File: src/rtl/serial_cla_add_seq_pkg.sv
// ---------------------------------------------------------------------------
// serial_cla_add_seq_pkg
//   Shared constants for the nibble-serial CLA adder.
//   - state_e : FSM state encoding (IDLE=0, RUN=1, DONE=2)
//   - NIB_W   : width of one beat of the shared CLA slice
// ---------------------------------------------------------------------------
package serial_cla_add_seq_pkg;

    localparam int NIB_W = 4;

    typedef enum logic [1:0] {
        ST_IDLE = 2'd0,
        ST_RUN  = 2'd1,
        ST_DONE = 2'd2
    } state_e;

endpackage

File: src/rtl/serial_cla_add_seq_cla4bit.sv
// ---------------------------------------------------------------------------
// cla4bit
//   Combinational 4-bit carry-lookahead slice.
//   Ports:
//     a_i, b_i  [3:0]  operand nibbles
//     cin_i            carry in
//     sum_o     [3:0]  sum nibble
//     cout_o           carry out of bit 3
// ---------------------------------------------------------------------------
module cla4bit (
    input  logic [3:0] a_i,
    input  logic [3:0] b_i,
    input  logic       cin_i,
    output logic [3:0] sum_o,
    output logic       cout_o
);

    logic [3:0] g;
    logic [3:0] p;
    logic [4:0] c;

    always_comb begin
        g = a_i & b_i;
        p = a_i ^ b_i;
        // Every carry is a flat function of cin and the g/p terms.
        c[0] = cin_i;
        c[1] = g[0] | (p[0] & cin_i);
        c[2] = g[1] | (p[1] & g[0]) | (p[1] & p[0] & cin_i);
        c[3] = g[2] | (p[2] & g[1]) | (p[2] & p[1] & g[0])
             | (p[2] & p[1] & p[0] & cin_i);
        c[4] = g[3] | (p[3] & g[2]) | (p[3] & p[2] & g[1])
             | (p[3] & p[2] & p[1] & g[0]) | (p[3] & p[2] & p[1] & p[0] & cin_i);
        sum_o  = p ^ c[3:0];
        cout_o = c[4];
    end

endmodule

File: src/rtl/serial_cla_add_seq.sv
// ---------------------------------------------------------------------------
// serial_cla_add_seq
//   Multi-cycle W-bit adder (W = 4*NIBBLES) that reuses one 4-bit CLA slice
//   over NIBBLES beats, LSB nibble first, with a registered carry between
//   beats. Low-area alternative to the single-cycle carry-increment adder.
//
//   Optional feature macro: SERIAL_CLA_SUB_EN
//     Adds input sub_i; when set at accept, computes a - b
//     (b inverted at capture, beat-0 carry-in = 1, cout = 1 means no borrow).
//
//   Ports:
//     clk_i          clock, rising edge
//     rst_i          asynchronous active-high reset
//     in_valid_i     operands presented
//     in_ready_o     block can accept operands (IDLE)
//     a_i, b_i [W]   operands, captured at accept
//     sub_i          subtract select (SERIAL_CLA_SUB_EN only)
//     out_valid_o    result valid (DONE)
//     out_ready_i    consumer accepts result
//     r_o      [W]   sum mod 2^W
//     cout_o         carry out of bit W-1
//     overflow_o     signed overflow
//     busy_o         high while beats are running
//
//   state   | meaning
//   --------+--------------------------------------------------
//   IDLE    | waiting for operands, in_ready high
//   RUN     | one nibble per cycle through the CLA slice
//   DONE    | result held with out_valid until out_ready
// ---------------------------------------------------------------------------
module serial_cla_add_seq
    import serial_cla_add_seq_pkg::*;
#(
    parameter int NIBBLES = 8
) (
    input  logic                   clk_i,
    input  logic                   rst_i,
    input  logic                   in_valid_i,
    output logic                   in_ready_o,
    input  logic [NIB_W*NIBBLES-1:0] a_i,
    input  logic [NIB_W*NIBBLES-1:0] b_i,
`ifdef SERIAL_CLA_SUB_EN
    input  logic                   sub_i,
`endif
    output logic                   out_valid_o,
    input  logic                   out_ready_i,
    output logic [NIB_W*NIBBLES-1:0] r_o,
    output logic                   cout_o,
    output logic                   overflow_o,
    output logic                   busy_o
);

    localparam int W     = NIB_W * NIBBLES;
    localparam int CNT_W = (NIBBLES > 1) ? $clog2(NIBBLES) : 1;
    localparam logic [CNT_W-1:0] LAST = CNT_W'(NIBBLES - 1);

    state_e           state_q, state_d;
    logic [CNT_W-1:0] cnt_q, cnt_d;
    logic [W-1:0]     a_sh_q, a_sh_d;
    logic [W-1:0]     b_sh_q, b_sh_d;
    logic             carry_q, carry_d;
    logic [W-1:0]     r_q, r_d;
    logic             cout_q, cout_d;
    logic             ovf_q, ovf_d;
    logic             out_valid_q, out_valid_d;

    logic [W-1:0]     b_cap;
    logic             cin0;
    logic [NIB_W-1:0] slice_sum;
    logic             slice_cout;

`ifdef SERIAL_CLA_SUB_EN
    assign b_cap = sub_i ? ~b_i : b_i;
    assign cin0  = sub_i;
`else
    assign b_cap = b_i;
    assign cin0  = 1'b0;
`endif

    cla4bit u_cla (
        .a_i    (a_sh_q[NIB_W-1:0]),
        .b_i    (b_sh_q[NIB_W-1:0]),
        .cin_i  (carry_q),
        .sum_o  (slice_sum),
        .cout_o (slice_cout)
    );

    always_comb begin
        state_d     = state_q;
        cnt_d       = cnt_q;
        a_sh_d      = a_sh_q;
        b_sh_d      = b_sh_q;
        carry_d     = carry_q;
        r_d         = r_q;
        cout_d      = cout_q;
        ovf_d       = ovf_q;
        out_valid_d = out_valid_q;
        case (state_q)
            ST_IDLE: begin
                if (in_valid_i) begin
                    a_sh_d  = a_i;
                    b_sh_d  = b_cap;
                    carry_d = cin0;
                    cnt_d   = '0;
                    state_d = ST_RUN;
                end
            end
            ST_RUN: begin
                r_d     = {slice_sum, r_q[W-1:NIB_W]};
                carry_d = slice_cout;
                a_sh_d  = a_sh_q >> NIB_W;
                b_sh_d  = b_sh_q >> NIB_W;
                cnt_d   = cnt_q + CNT_W'(1);
                if (cnt_q == LAST) begin
                    // On the last beat the shift regs hold the top nibble,
                    // so bit 3 of each is the captured operand sign. Using
                    // the captured (possibly inverted) b makes the add-form
                    // overflow equal the subtract-form overflow.
                    cout_d      = slice_cout;
                    ovf_d       = (a_sh_q[NIB_W-1] ^ slice_sum[NIB_W-1])
                                & (b_sh_q[NIB_W-1] ^ slice_sum[NIB_W-1]);
                    cnt_d       = '0;
                    out_valid_d = 1'b1;
                    state_d     = ST_DONE;
                end
            end
            ST_DONE: begin
                if (out_ready_i) begin
                    out_valid_d = 1'b0;
                    state_d     = ST_IDLE;
                end
            end
            default: state_d = ST_IDLE;
        endcase
    end

    always_ff @(posedge clk_i or posedge rst_i) begin
        if (rst_i) begin
            state_q     <= ST_IDLE;
            cnt_q       <= '0;
            a_sh_q      <= '0;
            b_sh_q      <= '0;
            carry_q     <= 1'b0;
            r_q         <= '0;
            cout_q      <= 1'b0;
            ovf_q       <= 1'b0;
            out_valid_q <= 1'b0;
        end else begin
            state_q     <= state_d;
            cnt_q       <= cnt_d;
            a_sh_q      <= a_sh_d;
            b_sh_q      <= b_sh_d;
            carry_q     <= carry_d;
            r_q         <= r_d;
            cout_q      <= cout_d;
            ovf_q       <= ovf_d;
            out_valid_q <= out_valid_d;
        end
    end

    assign in_ready_o  = (state_q == ST_IDLE);
    assign busy_o      = (state_q == ST_RUN);
    assign out_valid_o = out_valid_q;
    assign r_o         = r_q;
    assign cout_o      = cout_q;
    assign overflow_o  = ovf_q;

endmodule

File: config.mk
export PLATFORM = sky130hd
export DESIGN_NAME = serial_cla_add_seq
export DESIGN_NICKNAME = d
export VERILOG_FILES = /design/src/rtl/serial_cla_add_seq_pkg.sv /design/src/rtl/serial_cla_add_seq_cla4bit.sv /design/src/rtl/serial_cla_add_seq.sv
export SDC_FILE = /design/constraint.sdc
export NUM_CORES = 1
export LEC_CHECK = 0
export BUFFER_PORTS_ARGS = -buffer_cell sky130_fd_sc_hd__buf_2
export CORE_MARGIN = 5
export CORE_UTILIZATION = 59
export CTS_CLUSTER_DIAMETER = 80
export DETAILED_ROUTE_END_ITERATION = 10
export PLACE_DENSITY_LB_ADDON = 0.25
export SETUP_SLACK_MARGIN = 0.15
export SYNTH_ARGS = -nofsm -noshare
export SYNTH_HDL_FRONTEND = slang
export SYNTH_SLANG_ARGS = --single-unit
File: constraint.sdc
create_clock -name clk_i -period 7.8 [get_ports clk_i]
set_input_delay 1.56 -clock clk_i [delete_from_list [all_inputs] [get_ports clk_i]]
set_output_delay 1.56 -clock clk_i [all_outputs]
set_load 0.1 [all_outputs]
==> results.yml <==
timing:
  rsz0062_at_grt: "no"
  setup_violations: 0
  slew-limit-headroom_pct: 21.3
  period_share_pct: 48.2
  timing.setup.tns_ns: 0
  min_period_ns: 3.76
  final_max_slew_viol_count: 0
  hold_violations: 0
  skew_ns: 0.0121
  timing.fmax_mhz: 266
  worst_pin_slew_ns: 1.18
logic_synthesis:
  ys_ff_latch: 105
  netlist_instances: 532
  seq_area_frac_synth_pct: 53.3
  synthMuxAreaShare_pct: 0
  synth_top_family_by_area: "compound AO/OA/AOI/OAI gates"
  yosysWarnings: 0
  synthSimpleGateAreaFrac_pct: 17.4
  syn_area_per_cell_um2: 9.27
  synth_compound_area_share_pct: 23.2
  synthAdderAreaFrac_pct: 1.93
  syn-cell-area_um2: 4930
  ys_types: 33
  syn_nets: 607
  synth_xor_xnor_area_share_pct: 0.355
cts:
  clockBufferDepth: 2
  cts_resized: 0
  post_cts_buffers: 0
  htree_levels: 3
  numCtsBuffers: 9
  cts.sinks: 105
  cts_tree: "yes"
  ctsHoldBuffers: 0
  clk_latency_ns: 0.36
  clk_pin_slew_worst_paths_ns: 0.10
  cts-root-buf: "clkbuf_8"
layout:
  drive_gt1_share_pct: 20.9
  nets: 688
  fin_util_pct: 69.3
  area_delta_synth_final_pct: 14.8
routing:
  wire_per_inst_um: 16.0
  first_pass_iters: 6
  drc: 0
  post_drt_via_cell_ratio: 5.71
  drt-initial-drc-count: 225
  vias: 4134
  ant_nets: 0
  drt-total-wl_mm: 11.6
floorplanning:
  die-area_um2: 10300
  initial_core_util_pct: 60.3
  io_pins: 105
  die_h_um: 101
  num_rows: 33
  coreArea_um2: 8180
  dieWidth_um: 101
power_and_ir_drop:
  p_int_w: 0.00123
  power_frac_clock_pct: 12.6
  switchingPower_w: 0.00138
  swShare_pct: 52.9
  pwr_density_cell_nw_per_um2: 461
  p_comb_share_pct: 50.4
  ir_drop_mv: 0.490
  p_seq_share_pct: 37.0
  leakage_nw: 2.75
grt:
  antenna_found_initial: 2
  overflow: 0
  grtUsageTotal_pct: 23.0
  grt_max_degree: 81
  grt_pass1_wl_mm: 19.1
  grt_pass1_vias: 3962
status:
  status: "finished, final reports clean"
setup_path:
  end_kind: "output pin"
  startpoint_type: "flop"
  r2r_setup_slack_ns: 5.32
  r2r_start: "state_q[0]"
  critPathArrivalTime_ns: 2.20
  path_class: "flop to output pin"
  cp-startpoint: "state_q[0]"
  critPathRequiredTime_ns: 6.24
  crit_fanout: 73
place:
  portBuffers: 104
  hpwl_mm: 7.38
  gp_congestion: 0.786
worst_hold_path:
  hold_start: "r_o[0]"
  holdCritPathClass: "flop to flop"
job:
  maxCapViolations: 0
-- registers in the layout (all words and copies together) (netlist names) --
signal,count
cout_o,1
cnt_q,3
a_sh_q,32
b_sh_q,32
state_q,2
r_o,32
out_valid_o,1
carry_q,1
overflow_o,1
-- worst max-delay path: stages, from the launching register on --
cell,delay (ns)
dfrtp_2,1.11
nand2_1,0.20
inv_2,0.12
buf_2,0.43
-- worst paths after layout --
path,to,depth (start not counted)
setup / recovery,busy_o,3
hold / removal,r_o[0],2
setup reg to reg,a_sh_q[7],5
hold reg to reg,r_o[0],2
max in group asynchronous,state_q[0],3
min in group asynchronous,a_sh_q[9],2
-- stage by stage --
stage / hold WS [ns] / area (µm²) / std cells / total power [W] / setup WS [ns]
finish: 0.477 / 5660 / 724 / 0.00261 / 4.04
global placement: 0.453 / 5470 / 707 / 0.00225 / 4.17
global route: 0.518 / 5660 / 724 / 0.00277 / 3.89
detailed placement: 0.458 / 5470 / 707 / 0.00229 / 4.06
CTS: 0.482 / 5660 / 723 / 0.00262 / 4.01
floorplan: 0.450 / 4930 / 532 / 0.00203 / 3.48
-- cell usage after synthesis --
cell | count | share of area (%)
nor3_1 | 1 | 0.10
and4_1 | 1 | 0.18
a22oi_1 | 52 | 7.9
nor2_1 | 6 | 0.46
a22o_1 | 5 | 0.89
xor2_1 | 2 | 0.36
a211oi_1 | 1 | 0.15
ha_1 | 6 | 1.5
and2b_1 | 1 | 0.15
nand2_1 | 107 | 8.1
o41ai_1 | 1 | 0.18
a21oi_1 | 61 | 6.2
nand3b_4 | 1 | 0.41
a21o_1 | 1 | 0.15
nor2b_1 | 53 | 6.7
or4_1 | 1 | 0.15
buf_2 | 10 | 1.0
clkbuf_1 | 25 | 1.9
or3_1 | 1 | 0.13
nand3_1 | 1 | 0.10
and2_1 | 1 | 0.13
o21a_1 | 1 | 0.15
inv_2 | 1 | 0.076
a2bb2oi_1 | 2 | 0.36
dfrtp_1 | 105 | 53
o21ai_0 | 66 | 6.7
buf_4 | 1 | 0.15
o21ai_1 | 1 | 0.10
buf_1 | 3 | 0.23
inv_1 | 6 | 0.46
o31ai_1 | 3 | 0.46
and3b_1 | 4 | 0.71
fa_1 | 1 | 0.41
-- area by class of cell --
| cell class | instances | area, µm² |
|---|---|---|
| multi-input cells | 381 | 2120 |
| well taps | 105 | 131 |
| fillers | 686 | 2510 |
| clock buffers | 11 | 131 |
| flip-flops and latches | 105 | 2630 |
| repair buffers | 109 | 558 |
| inverters | 7 | 28.8 |
| clock inverters | 5 | 56.3 |
| diodes | 1 | 2.50 |
-- placed cells by master (no fill, tap or decap), types with 2 or more instances in the layout --
cell type  count
a21oi_1       61
a22o_1         5
a22oi_1       52
a2bb2oi_1      2
and3b_1        4
buf_2        104
buf_4          5
clkbuf_1       2
clkbuf_8       9
clkinv_2       2
dfrtp_1      103
dfrtp_2        2
ha_1           6
inv_1          5
nand2_1      107
nor2_1         6
nor2b_1       52
o21ai_0       66
o31ai_1        3
xor2_1         2
-- power by group through the flow --
stage / Clock (W) / Combinational (W) / Sequential [W]
finish: 0.000329 / 0.00132 / 0.000965
global route: 0.000356 / 0.00141 / 0.00100
CTS: 0.000335 / 0.00132 / 0.000962
detailed placement: 0 / 0.00132 / 0.000970
global placement: 0 / 0.00129 / 0.000961
floorplan: 0 / 0.000589 / 0.00144
-- cell families (layout without fill, tap and decap cells) --
| family | after synthesis | count (layout) |
|---|---|---|
| other | 0 | 1 |
| xor gates and xnor gates | 2 | 2 |
| DFF | 105 | 105 |
| buffers and inverters | 46 | 132 |
| adders and majority gates | 7 | 7 |
| and+or+nand+nor | 178 | 178 |
| AOI/OAI and AO/OA | 194 | 194 |
-- per-layer routing --
metal  global-route usage, %  share of wire (%)  up-vias
met5                       0              0.060        -
met4                    7.77                1.6        2
met3                    4.41                7.0       14
met2                    35.2                 47      135
met1                    33.2                 44     1973
li1                        -                  -     2010
(Power assumes the default switching activity.)
